## config.mk

```make
export PLATFORM = sky130hd
export DESIGN_NAME = booth_digit_accumulator
export DESIGN_NICKNAME = d
export VERILOG_FILES = /design/src/rtl/booth_pkg.sv /design/src/rtl/booth_digit_decode.sv /design/src/rtl/booth_digit_accumulator.sv
export SDC_FILE = /design/constraint.sdc
export NUM_CORES = 1
export LEC_CHECK = 0
export CAP_MARGIN = 20
export CORE_AREA = 2 2 146 148
export DETAILED_ROUTE_END_ITERATION = 10
export DIE_AREA = 0 0 148 150
export PLACE_DENSITY_LB_ADDON = 0.15
export SETUP_SLACK_MARGIN = 0.1
export SYNTH_ARGS = -nofsm -noshare
export SYNTH_HDL_FRONTEND = slang
export SYNTH_SLANG_ARGS = --single-unit
```

## constraint.sdc

```tcl
create_clock -name clk -period 6.72 [get_ports clk]
set_input_delay 1.344 -clock clk [delete_from_list [all_inputs] [get_ports clk]]
set_output_delay 1.344 -clock clk [all_outputs]
set_load 0.01 [all_outputs]
```

## src/rtl/booth_pkg.sv

```systemverilog
// Shared constants for the radix-4 Booth digit consumer: digit bit positions,
// the illegal magnitude code, FSM encoding and default operand sizes.
package booth_pkg;

  // Recoded digit bit positions: {c2=two, c1=one, c0=neg}
  localparam int DIG_NEG = 0;
  localparam int DIG_ONE = 1;
  localparam int DIG_TWO = 2;

  // one and two together has no meaning; it is consumed as zero and flagged
  localparam logic [2:0] DIG_ILLEGAL = 3'b110;

  localparam int WIDTH_DEF = 16;
  localparam int NDIG_DEF  = 8;

  typedef enum logic [1:0] {
    ST_IDLE  = 2'd0,
    ST_ACCUM = 2'd1,
    ST_DONE  = 2'd2
  } state_e;

endpackage

```

## src/rtl/booth_digit_decode.sv

```systemverilog
// Combinational Booth digit decode: turns one recoded digit and the signed
// multiplicand into the signed partial product digit*M (WIDTH+2 bits).
module booth_digit_decode
  import booth_pkg::*;
#(
  parameter int WIDTH = WIDTH_DEF
) (
  input  logic                    neg_i,
  input  logic                    one_i,
  input  logic                    two_i,
  input  logic signed [WIDTH-1:0] m_i,
  output logic signed [WIDTH+1:0] pp_o,
  output logic                    illegal_o
);

  logic [2:0]              code;
  logic                    illegal;
  logic signed [WIDTH+1:0] m_ext;
  logic signed [WIDTH+1:0] mag_pp;

  // Select |digit|*M, then apply the sign; illegal codes contribute zero.
  // Two extra bits cover -2 * most-negative M without overflow.
  always_comb begin
    code          = '0;
    code[DIG_NEG] = neg_i;
    code[DIG_ONE] = one_i;
    code[DIG_TWO] = two_i;
    illegal       = ((code & DIG_ILLEGAL) == DIG_ILLEGAL);
    m_ext         = (WIDTH+2)'(m_i);
    mag_pp        = '0;
    if (!illegal) begin
      if (code[DIG_ONE]) begin
        mag_pp = m_ext;
      end else if (code[DIG_TWO]) begin
        mag_pp = m_ext <<< 1;
      end
    end
    pp_o      = code[DIG_NEG] ? -mag_pp : mag_pp;
    illegal_o = illegal;
  end

endmodule

```

## src/rtl/booth_digit_accumulator.sv

```systemverilog
// Serial radix-4 Booth accumulator: latches M on start, accepts NDIG recoded
// digits LSB first over valid/ready, and presents the PW-bit signed product
// with a one-cycle done pulse.
module booth_digit_accumulator
  import booth_pkg::*;
#(
  parameter int WIDTH = WIDTH_DEF,
  parameter int NDIG  = NDIG_DEF
) (
  input  logic                           clk,
  input  logic                           rst_n,
  input  logic                           start,
  input  logic signed [WIDTH-1:0]        multiplicand,
  input  logic                           dig_valid,
  output logic                           dig_ready,
  input  logic                           dig_neg,
  input  logic                           dig_one,
  input  logic                           dig_two,
  output logic                           busy,
  output logic                           done,
  output logic                           err,
  output logic signed [WIDTH+2*NDIG-1:0] product
);

  localparam int PW = WIDTH + 2*NDIG;
  localparam int CW = (NDIG > 1) ? $clog2(NDIG) : 1;
  localparam logic [CW-1:0] CNT_LAST = CW'(NDIG - 1);

  state_e                  state_q, state_d;
  logic [CW-1:0]           cnt_q, cnt_d;
  logic signed [WIDTH-1:0] m_q, m_d;
  logic signed [PW-1:0]    acc_q, acc_d;
  logic signed [PW-1:0]    prod_q, prod_d;
  logic                    err_q, err_d;

  logic signed [WIDTH+1:0] pp;
  logic                    pp_illegal;
  logic signed [PW-1:0]    addend;
  logic signed [PW-1:0]    acc_sum;

  booth_digit_decode #(.WIDTH(WIDTH)) u_decode (
    .neg_i     (dig_neg),
    .one_i     (dig_one),
    .two_i     (dig_two),
    .m_i       (m_q),
    .pp_o      (pp),
    .illegal_o (pp_illegal)
  );

  // Weight the partial product by 4^cnt and add it to the running sum.
  always_comb begin
    addend  = PW'(pp) << {cnt_q, 1'b0};
    acc_sum = acc_q + addend;
  end

  // State and datapath registers; reset discards any partial product.
  always_ff @(posedge clk or negedge rst_n) begin
    if (!rst_n) begin
      state_q <= ST_IDLE;
      cnt_q   <= '0;
      m_q     <= '0;
      acc_q   <= '0;
      prod_q  <= '0;
      err_q   <= 1'b0;
    end else begin
      state_q <= state_d;
      cnt_q   <= cnt_d;
      m_q     <= m_d;
      acc_q   <= acc_d;
      prod_q  <= prod_d;
      err_q   <= err_d;
    end
  end

  // Next-state, handshake and accumulate control.
  always_comb begin
    state_d   = state_q;
    cnt_d     = cnt_q;
    m_d       = m_q;
    acc_d     = acc_q;
    prod_d    = prod_q;
    err_d     = err_q;
    dig_ready = 1'b0;
    done      = 1'b0;
    case (state_q)
      ST_IDLE: begin
        if (start) begin
          m_d     = multiplicand;
          acc_d   = '0;
          cnt_d   = '0;
          err_d   = 1'b0;
          state_d = ST_ACCUM;
        end
      end
      ST_ACCUM: begin
        dig_ready = 1'b1;
        if (dig_valid) begin
          acc_d = acc_sum;
          cnt_d = cnt_q + CW'(1);
          if (pp_illegal) begin
            err_d = 1'b1;
          end
          if (cnt_q == CNT_LAST) begin
            prod_d  = acc_sum;
            state_d = ST_DONE;
          end
        end
      end
      ST_DONE: begin
        done    = 1'b1;
        state_d = ST_IDLE;
      end
      default: state_d = ST_IDLE;
    endcase
  end

  assign busy    = (state_q != ST_IDLE);
  assign err     = err_q;
  assign product = prod_q;

endmodule

```

==> results of run 1 <==
## kinds of logic after synthesis
family	count (synthesis)	share of synthesized area [%]
AND/OR/NAND/NOR	265	18.9
AO/OA/AOI/OAI	255	25.0
flip-flops	86	33.0
buffers and inverters	66	4.16
XOR/XNOR	42	5.92
multiplexers	38	6.27
adder cells (fa/ha/maj)	35	6.82
## registers in the layout (all words and copies together) (netlist names)
signal   flops
product     32
err          1
acc_q       32
state_q      2
cnt_q        3
m_q         16
## cells in the final DEF, fill, tap and decap left out, drive strengths merged, types with 10 or more instances in the layout
cell type,Yosys,routed
nand2,107,107
o21ai,95,95
dfrtp,86,86
clkdlybuf4s50,0,57
nor2,56,56
a21oi,38,38
ha,34,34
nor3,27,27
buf,11,27
mux2,23,23
xnor2,23,23
nand3,20,20
xor2,19,19
a21o,19,19
inv,15,16
mux2i,15,15
a22o,13,13
a31oi,11,11
o22ai,11,11
clkbuf,39,10
## worst paths after layout
path                       slack (ps)  depth (start not counted)           to   startpoint
min in group asynchronous         980                          1     cnt_q[0]        rst_n
min                               480                          2  product[22]  product[22]
max                               650                         18    acc_q[31]      dig_two
max reg2reg                      1860                         17    acc_q[31]       m_q[2]
min reg2reg                       480                          2  product[22]  product[22]
max in group asynchronous        4740                          2    acc_q[19]        rst_n
## through the flow
step	instance area, um2	hold WS, ps	cells	setup slack (ps)	utilization (%)
finish	7820	476	1112	655	37.8
global route	7820	514	1112	298	37.8
CTS	7790	485	1111	678	37.7
detailed placement	7440	469	1095	301	36.0
global placement	7440	464	1095	362	36.0
floorplan	6530	450	787	1050	-
## metal layers
layer	track usage, %	share of wire, %	vias up
met1	23.9	49	2784
li1	-	-	2959
met2	28.5	47	90
met3	1.83	2.1	17
met5	0	0	-
met4	5.81	1.7	0
## worst min-delay path, cell delays in order, from the launching register on
cell and delay [ps]:
sky130_fd_sc_hd__dfrtp_1 340, sky130_fd_sc_hd__nand2_1 50, sky130_fd_sc_hd__o21ai_0 60
## cell type report
cell class / count / share of cell area (%)
multi-input combinational: 635 / 52.8
sequential: 86 / 27.5
timing repair buffer: 84 / 9.99
tap: 275 / 4.40
clock buffer: 10 / 3.06
clock inverter: 6 / 1.49
inverter: 16 / 0.768
==> run summary, run 1 <==
STATUS
---------------------------------------------------------------------------------
Outcome ............................................................ finished, final reports clean

MIN PATH
---------------------------------------------------------------------------------
Class of the tightest hold or removal check ........................   reg -> reg

CRITICAL PATH
---------------------------------------------------------------------------------
Worst-path cell chain .............................................. clkdlybuf4s50_1, nand2b_1, o22ai_1, or4_4, o41a_1, and2_2, inv_1, o32a_1, nand3_1, ha_1, a21o_1, a21oi_1, nor2b_1, o41ai_1, o21ai_0, a21oi_1, mux2i_1, nand3_1
Highest net fanout along the worst path ............................            9
Critical path capture point type ...................................    flip-flop
Max stage delay cell, worst path ................................... sky130_fd_sc_hd__or4_4
Worst setup path category ..........................................    in -> reg
Stage delay of the slowest cell on the critical path ...............       590 ps
CP bufs+invs .......................................................            2
Critical Path Start Type ...........................................    input pin
Delay-heaviest family, CP .......................................... compound AO/OA/AOI/OAI gates
Crit path required time ............................................      6960 ps
Data arrival at the endpoint of the critical path ..................      6310 ps

CTS
---------------------------------------------------------------------------------
Clock root buffer .................................................. sky130_fd_sc_hd__clkbuf_16
Cells resized by post-CTS repair ...................................            0
TritonCTS clock tree ...............................................          yes
Clock buffers created by TritonCTS .................................            9
Register clock-pin slew on the reported worst setup and hold paths .        70 ps
Postcts setup bufs .................................................            0
Number of buffers inserted by hold repair at cts ...................            0
Sinks on Clock Net .................................................           86
Clock latency on the worst-skew pair ...............................       360 ps
Maximum buffer depth of the clock tree .............................            2
Level count of the clock H-tree ....................................            3

GLOBAL ROUTE
---------------------------------------------------------------------------------
Pin count of the biggest net entering global routing ...............           58
Vias in the first global route .....................................         5765
First-pass GRT wire length .........................................     30700 um
Leftover overflow at the end of global routing .....................            0
Number of antenna violations at the first check in global routing ..            0
Total Routing Usage GR .............................................        17.3%

FINAL LAYOUT
---------------------------------------------------------------------------------
Layout Area Growth over Synthesis ..................................        19.7%
Area of the multi-input gates ......................................     4120 um2
Fillers ............................................................         2203
Post-layout net count ..............................................          890
Number of diodes ...................................................            0
Flip-flop and latch area ...........................................     2150 um2
Ratio of cells with drive above 1 in the final layout ..............        10.8%

STA
---------------------------------------------------------------------------------
Max Clock Freq .....................................................    0.165 GHz
Number of slew-limit violations in the final report ................            0
Headroom to the max-slew limit .....................................        36.4%
Clock Skews ........................................................      7.03 ps
Period Utilization, post-route .....................................        90.3%
Worst-margin pin slew ..............................................       951 ps
Unrepaired setup endpoints after global routing ....................        false
Final count of hold timing violations ..............................            0
Number of failing setup endpoints in the final timing report .......            0
Final critical-path required period ................................      6070 ps
Post-Route Setup TNS ...............................................         0 ps

SYNTH
---------------------------------------------------------------------------------
Number of instances in the synthesized netlist .....................          787
Top flip-flop cell by instance count after synthesis ............... sky130_fd_sc_hd__dfrtp_1
Post-synth EDFFs ...................................................            0
Distinct cell type count after synthesis ...........................           71
Post-synthesis cell type with the largest combined area ............ sky130_fd_sc_hd__dfrtp_1
Most common cell in the synthesized netlist ........................ sky130_fd_sc_hd__nand2_1
Netlist area before placement ......................................     6530 um2
Number of warnings reported in the yosys synthesis log .............            0
Fraction of post-synthesis cell area in the top cell type by area ..        33.0%
Sequential fraction of the synthesis area ..........................        33.0%
Seq cells post-synth ...............................................           86
Top post-synthesis cells by count .................................. 107 x sky130_fd_sc_hd__nand2_1, 92 x sky130_fd_sc_hd__o21ai_0, 86 x sky130_fd_sc_hd__dfrtp_1
Average size of a mapped cell ......................................     8.29 um2
Top area cells in the synthesized netlist .......................... sky130_fd_sc_hd__dfrtp_1 33%, sky130_fd_sc_hd__o21ai_0 7.1%, sky130_fd_sc_hd__ha_1 6.5%
Total nets after synthesis .........................................          845
Fraction of registers with async set/reset .........................         100%

FLOORPLAN
---------------------------------------------------------------------------------
Floorplan Core Area ................................................    20700 um2
Die outline width ..................................................       148 um
Total Die Area .....................................................    22200 um2
Initial cell density of the core ...................................        31.5%
Number of rows in the core area ....................................           53
I/O pin count ......................................................           59
Die Ht .............................................................       150 um

DRT
---------------------------------------------------------------------------------
Pre-Repair DR Iteration Count ......................................            5
Post-detailed-route count of antenna-violating nets ................            0
Number of vias per cell ............................................         5.26
Overall via count from detail_route ................................         5850
DR DRC count .......................................................            0
Detailed router's first-iteration violation count ..................          334
Final routed wirelength across all metal layers ....................     18200 um
Detail-routed net length per standard cell .........................      16.4 um

PLACEMENT
---------------------------------------------------------------------------------
Final weighted congestion of routability-driven global placement ...        0.825
Detailed Place HPWL ................................................     13500 um
# port buffers .....................................................           58

FLOW RUN
---------------------------------------------------------------------------------
Count of max-cap constraint violations .............................            0

Power of run 1 is left out: the tool's default activity adds up to more than one toggle a clock period on the data nets, which glitch-free logic cannot reach.
==> run 2: changes to the inputs <==
- SKIP_LAST_GASP: unset -> 1
==> results of run 2 <==
Final layout, timing and power as in run 1 (identical DEF).
Power of run 2 is left out for the same reason.
